## src/rtl/reg_file_direct_arb.sv

```systemverilog
// Register file with per-register access modes, a direct parallel hardware view,
// and a single-outstanding valid/ready bus port with a registered response.
module reg_file_direct_arb #(
  parameter int unsigned REGISTER_WIDTH = 32,
  parameter int unsigned NUM_REGISTERS  = 16,
  parameter logic [NUM_REGISTERS-1:0][REGISTER_WIDTH-1:0] RESET_VALUES = '0,
  parameter logic [NUM_REGISTERS-1:0][1:0] REG_MODES = '0
) (
  input  logic                                           clk,
  input  logic                                           rst,
  input  logic [NUM_REGISTERS-1:0][REGISTER_WIDTH-1:0]   hw_write_data,
  input  logic [NUM_REGISTERS-1:0]                       hw_write_req,
  output logic [NUM_REGISTERS-1:0][REGISTER_WIDTH-1:0]   hw_read_data,
  input  logic                                           bus_req_valid,
  output logic                                           bus_req_ready,
  input  logic                                           bus_req_write,
  input  logic [$clog2(NUM_REGISTERS)-1:0]               bus_req_addr,
  input  logic [REGISTER_WIDTH-1:0]                      bus_req_wdata,
  input  logic [REGISTER_WIDTH/8-1:0]                    bus_req_strb,
  output logic                                           bus_rsp_valid,
  input  logic                                           bus_rsp_ready,
  output logic [REGISTER_WIDTH-1:0]                      bus_rsp_rdata,
  output logic                                           bus_rsp_err,
  output logic [NUM_REGISTERS-1:0]                       bus_wr_pulse
);

  localparam int unsigned AW = $clog2(NUM_REGISTERS);
  localparam int unsigned NB = REGISTER_WIDTH / 8;

  typedef enum logic [1:0] {
    MODE_RW  = 2'd0,
    MODE_RO  = 2'd1,
    MODE_W1C = 2'd2,
    MODE_W1S = 2'd3
  } mode_e;

  typedef enum logic {
    IDLE = 1'b0,
    RESP = 1'b1
  } state_e;

  state_e                                         state_q, state_d;
  logic [NUM_REGISTERS-1:0][REGISTER_WIDTH-1:0]   regs_q, regs_d;
  logic [REGISTER_WIDTH-1:0]                      rsp_rdata_q, rsp_rdata_d;
  logic                                           rsp_err_q, rsp_err_d;
  logic [NUM_REGISTERS-1:0]                       wr_pulse_q, wr_pulse_d;

  logic                                           accept;
  logic                                           addr_ok;
  logic [REGISTER_WIDTH-1:0]                      addr_val;
  mode_e                                          addr_mode;
  logic [REGISTER_WIDTH-1:0]                      wmask;
  logic [REGISTER_WIDTH-1:0]                      bus_bits;
  logic [NUM_REGISTERS-1:0]                       bus_hit;

  always_comb begin
    state_d     = state_q;
    regs_d      = regs_q;
    rsp_rdata_d = rsp_rdata_q;
    rsp_err_d   = rsp_err_q;
    wr_pulse_d  = '0;
    accept      = (state_q == IDLE) && bus_req_valid;
    addr_ok     = 1'b0;
    addr_val    = '0;
    addr_mode   = MODE_RW;
    wmask       = '0;
    bus_hit     = '0;

    for (int unsigned b = 0; b < NB; b++) begin
      wmask[b*8 +: 8] = {8{bus_req_strb[b]}};
    end
    bus_bits = bus_req_wdata & wmask;

    // Address decode by comparison so non-power-of-two counts never index past the array.
    for (int unsigned i = 0; i < NUM_REGISTERS; i++) begin
      if (bus_req_addr == AW'(i)) begin
        addr_ok   = 1'b1;
        addr_val  = regs_q[i];
        addr_mode = mode_e'(REG_MODES[i]);
      end
    end

    for (int unsigned i = 0; i < NUM_REGISTERS; i++) begin
      bus_hit[i] = accept && bus_req_write && (bus_req_addr == AW'(i)) &&
                   (mode_e'(REG_MODES[i]) != MODE_RO);
      // Ordering within each mode encodes the priority: the later update wins.
      case (mode_e'(REG_MODES[i]))
        MODE_RW: begin
          if (bus_hit[i]) regs_d[i] = (regs_q[i] & ~wmask) | bus_bits;
          if (hw_write_req[i]) regs_d[i] = hw_write_data[i];
        end
        MODE_RO: begin
          if (hw_write_req[i]) regs_d[i] = hw_write_data[i];
        end
        MODE_W1C: begin
          if (bus_hit[i]) regs_d[i] = regs_d[i] & ~bus_bits;
          if (hw_write_req[i]) regs_d[i] = regs_d[i] | hw_write_data[i];
        end
        MODE_W1S: begin
          if (hw_write_req[i]) regs_d[i] = regs_d[i] & ~hw_write_data[i];
          if (bus_hit[i]) regs_d[i] = regs_d[i] | bus_bits;
        end
        default: ;
      endcase
    end
    wr_pulse_d = bus_hit;

    case (state_q)
      IDLE: begin
        if (accept) begin
          state_d     = RESP;
          rsp_rdata_d = (!bus_req_write && addr_ok) ? addr_val : '0;
          rsp_err_d   = !addr_ok || (bus_req_write && addr_mode == MODE_RO);
        end
      end
      RESP: begin
        if (bus_rsp_ready) state_d = IDLE;
      end
      default: state_d = IDLE;
    endcase
  end

  always_ff @(posedge clk or posedge rst) begin
    if (rst) begin
      state_q     <= IDLE;
      regs_q      <= RESET_VALUES;
      rsp_rdata_q <= '0;
      rsp_err_q   <= 1'b0;
      wr_pulse_q  <= '0;
    end else begin
      state_q     <= state_d;
      regs_q      <= regs_d;
      rsp_rdata_q <= rsp_rdata_d;
      rsp_err_q   <= rsp_err_d;
      wr_pulse_q  <= wr_pulse_d;
    end
  end

  assign hw_read_data  = regs_q;
  assign bus_req_ready = (state_q == IDLE);
  assign bus_rsp_valid = (state_q == RESP);
  assign bus_rsp_rdata = rsp_rdata_q;
  assign bus_rsp_err   = rsp_err_q;
  assign bus_wr_pulse  = wr_pulse_q;

endmodule
```

## config.mk

```make
export PLATFORM = sky130hd
export DESIGN_NAME = reg_file_direct_arb
export DESIGN_NICKNAME = d
export VERILOG_FILES = /design/src/rtl/reg_file_direct_arb.sv
export SDC_FILE = /design/constraint.sdc
export NUM_CORES = 2
export LEC_CHECK = 0
export CAP_MARGIN = 25
export CELL_PAD_IN_SITES_DETAIL_PLACEMENT = 1
export CELL_PAD_IN_SITES_GLOBAL_PLACEMENT = 1
export CORE_AREA = 2 2 445 447
export CTS_BUF_LIST = sky130_fd_sc_hd__clkbuf_4 sky130_fd_sc_hd__clkbuf_8 sky130_fd_sc_hd__clkbuf_16
export DETAILED_ROUTE_END_ITERATION = 16
export DIE_AREA = 0 0 447 449
export PLACE_DENSITY_LB_ADDON = 0.2
export RECOVER_POWER = 25
export REMOVE_ABC_BUFFERS = 1
export SKIP_LAST_GASP = 1
export SYNTH_ARGS = -nofsm -noshare
export SYNTH_HDL_FRONTEND = slang
export SYNTH_SLANG_ARGS = --single-unit
```

## constraint.sdc

```tcl
create_clock -name clk -period 35.8 [get_ports clk]
set_input_delay 7.16 -clock clk [delete_from_list [all_inputs] [get_ports clk]]
set_output_delay 7.16 -clock clk [all_outputs]
set_load 0.03 [all_outputs]
```

==> results.txt <==
H-Tree Depth -> 3
Worst-Skew Late Latency -> 0.76 ns
Required @ worst endpoint -> 34.66 ns
I/O pins -> 1136
most frequent cells in the layout -> clkdlybuf4s50_1 (1044), nand2_1 (583), dfrtp_1 (562)
Tmin final -> 16.77 ns
Overall Global Routing Usage -> 0.2585
grt ovf -> 0
critical path endpoint category -> asynchronous set/reset pin
CP Class -> primary input to asynchronous set/reset pin
initial core utilization -> 0.1567
row count -> 163
CP delay by family, top -> buffers and inverters
hold-fix buffer count after cts -> 0
Netlist cell types -> 75
Max-slew headroom -> -4.275
Mean Syn Cell Area -> 9.724 sq um
reg2reg end -> bus_rsp_rdata[14]
PwrDens -> 47.48 nW/um^2
#FFs+latches synth -> 562
Main synth FF type -> dfrtp_1
Core ar. -> 196200 sq um
Area growth syn-to-layout -> 56.63%
Peak VDD IR -> 0.03215 mV
Worst Hold Class -> register to register
Post-DP HPWL -> 198800 um
DIE AREA -> 200700 sq um
DRC viols -> 0
port buffer count -> 1135
Mapped Cells -> 3161
final hold vios -> 0
Initial DRC Count -> 2024
cts bufs inserted -> 86
global-route wire length before repair -> 344200 um
Slowest-stage cell, CP -> clkbuf_1
# setup viols final -> 0
crit path buf inv count -> 3
failing checks -> capacitance limit, slew limit
Final Util -> 0.2454
Max Cap Violations -> 14
CTS tree -> done
CP max stage delay -> 5.44 ns
largest net degree at the start of global routing -> 125
most common cell after layout, fill and taps aside -> clkdlybuf4s50_1
vias -> 31.80k
setup TNS -> 0 ns
DRT Pass-1 Iters -> 7
Slew @ Worst Pin -> 7.912 ns
Critical Path AT -> 15.63 ns
reg2reg setup slack -> 30.69 ns
fill count -> 22.40k
postcts setup bufs -> 0
status -> finished, violations left
RR Startpoint -> bus_rsp_valid
root buffer cell -> clkbuf_16
Die H -> 449 um
Mapped Area -> 30740 sq um
Detail Route Antenna Nets -> 0
Worst Reg-to-Reg Cells -> 5
post-CTS sizing -> 0
Hold Crit Endpoint -> bus_rsp_err
drt wl/cell -> 38.38 um
Worst Skew -> 0.03602 ns
Nets -> 4789
crit share post-route -> 0.4684
CP Cell Sequence -> dlygate4sd3_1 -> clkinvlp_2 -> clkbuf_1
WHS -> 0.4975 ns
CTS max path bufs -> 3
vias in the first global route -> 33.08k
asr flop ratio synth -> 1.000
hold path start -> bus_rsp_err
clock sinks -> 562
sequential share of the synthesized area -> 0.4575
die width -> 447 um
final number of max-transition violations -> 512
Post-synth EDFFs -> 0
initial antenna violation count -> 60
RSZ-0062 raised after global routing -> false
clock slew at reported path FFs -> 0.06 ns
hold depth -> 1
FMAX -> 0.05964 GHz
Startpoint Class -> primary input
Post-Route WL -> 266700 um
layout cells sized above 1 -> 0.09528
Crit Path Max Fanout -> 124
routability-driven placement congestion ratio -> 0.8382
Ys Warns -> 0
via/cell ratio -> 4.576
Lkg Pwr -> 0.02023 uW
[logic make-up (layout without fill, tap and decap cells)]
logic type,Yosys count,count (layout),share of synthesized area
flip-flops,562,562,0.4575
buffers and inverters,270,1391,0.03838
multiplexers,603,603,0.2063
AO/OA/AOI/OAI,906,906,0.1712
AND/OR/NAND/NOR,820,820,0.1266
other,0,28,0
[worst max-delay path by stage]
stage,start,cells past startpoint,to
6_report,rst,3,asynchronous set/reset pin
5_1_grt,rst,3,asynchronous set/reset pin
4_1_cts,bus_req_addr[3],9,register
3_5_place_dp,bus_req_addr[3],9,register
3_3_place_gp,bus_req_addr[3],8,register
2_1_floorplan,rst,1,asynchronous set/reset pin
[metal layers]
| metal | GRT usage | share of wire | vias up |
|---|---|---|---|
| li1 | - | - | 13530 |
| met2 | 0.4437 | 0.50 | 1152 |
| met1 | 0.3203 | 0.42 | 16810 |
| met5 | 0 | 0.00058 | - |
| met3 | 0.04753 | 0.053 | 283 |
| met4 | 0.09401 | 0.034 | 26 |
[report_power, final]
group / internal [uW] / switching (uW) / leakage, uW
clock network: 552 / 368 / 0.00148
logic: 223 / 373 / 0.0118
registers: 694 / 75.4 / 0.00691
[synthesized netlist by cell type, drive strengths merged (4+ instances only)]
| library cell | number | area (sq um) |
|---|---|---|
| o2bb2ai | 18 | 157.7 |
| inv | 12 | 45.04 |
| o31ai | 8 | 60.06 |
| clkbuf | 163 | 611.8 |
| nand3b | 10 | 87.58 |
| a22o | 10 | 87.58 |
| mux4 | 22 | 495.5 |
| o21ai | 606 | 3033 |
| dfrtp | 562 | 14060 |
| and3 | 13 | 81.33 |
| nor4 | 9 | 116.4 |
| a2bb2oi | 11 | 96.34 |
| nor3b | 6 | 61.31 |
| o311ai | 4 | 35.03 |
| buf | 94 | 519.2 |
| and3b | 4 | 35.03 |
| a31oi | 4 | 25.02 |
| nor2 | 89 | 541.8 |
| mux2 | 24 | 270.3 |
| a21o | 4 | 30.03 |
| o31a | 5 | 43.79 |
| nand3 | 15 | 102.6 |
| a222oi | 6 | 60.06 |
| or2 | 4 | 25.02 |
| and2 | 6 | 37.54 |
| a32oi | 6 | 52.55 |
| o221ai | 13 | 113.9 |
| nand2 | 618 | 2510 |
| a32o | 9 | 90.09 |
| a221oi | 13 | 113.9 |
| nor3 | 15 | 86.34 |
| nand2b | 15 | 93.84 |
| a221o | 6 | 60.06 |
| o211ai | 12 | 90.09 |
| a22oi | 33 | 247.7 |
| o22ai | 23 | 143.9 |
| a21oi | 74 | 370.4 |
| a211oi | 12 | 90.09 |
| a2111oi | 5 | 43.79 |
| nor2b | 13 | 81.33 |
| mux2i | 557 | 5575 |
[cell type report]
cell class	count	area, sq um	share of cell area
timing repair buffer	1224	12150	0.2523
tap	2640	3303	0.06861
multi-input combinational	2329	15560	0.3231
antenna	28	70.07	0.001455
clock inverter	30	357.8	0.007433
sequential	562	14060	0.2921
inverter	13	51.30	0.001066
clock buffer	124	2596	0.05393
[through the flow]
| step | power [uW] | instance area, sq um | std cells | setup slack (ns) |
|---|---|---|---|---|
| floorplan | 984.2 | 29610 | 2904 | 12.92 |
| global placement | 1381 | 44900 | 6748 | 24.59 |
| detailed placement | 1385 | 45150 | 6763 | 24.76 |
| CTS | 2324 | 48110 | 6917 | 25.56 |
| global route | 2365 | 48120 | 6941 | 17.55 |
| finish | 2286 | 48140 | 6950 | 19.03 |
Note: power is estimated with default switching activity, not from simulation.
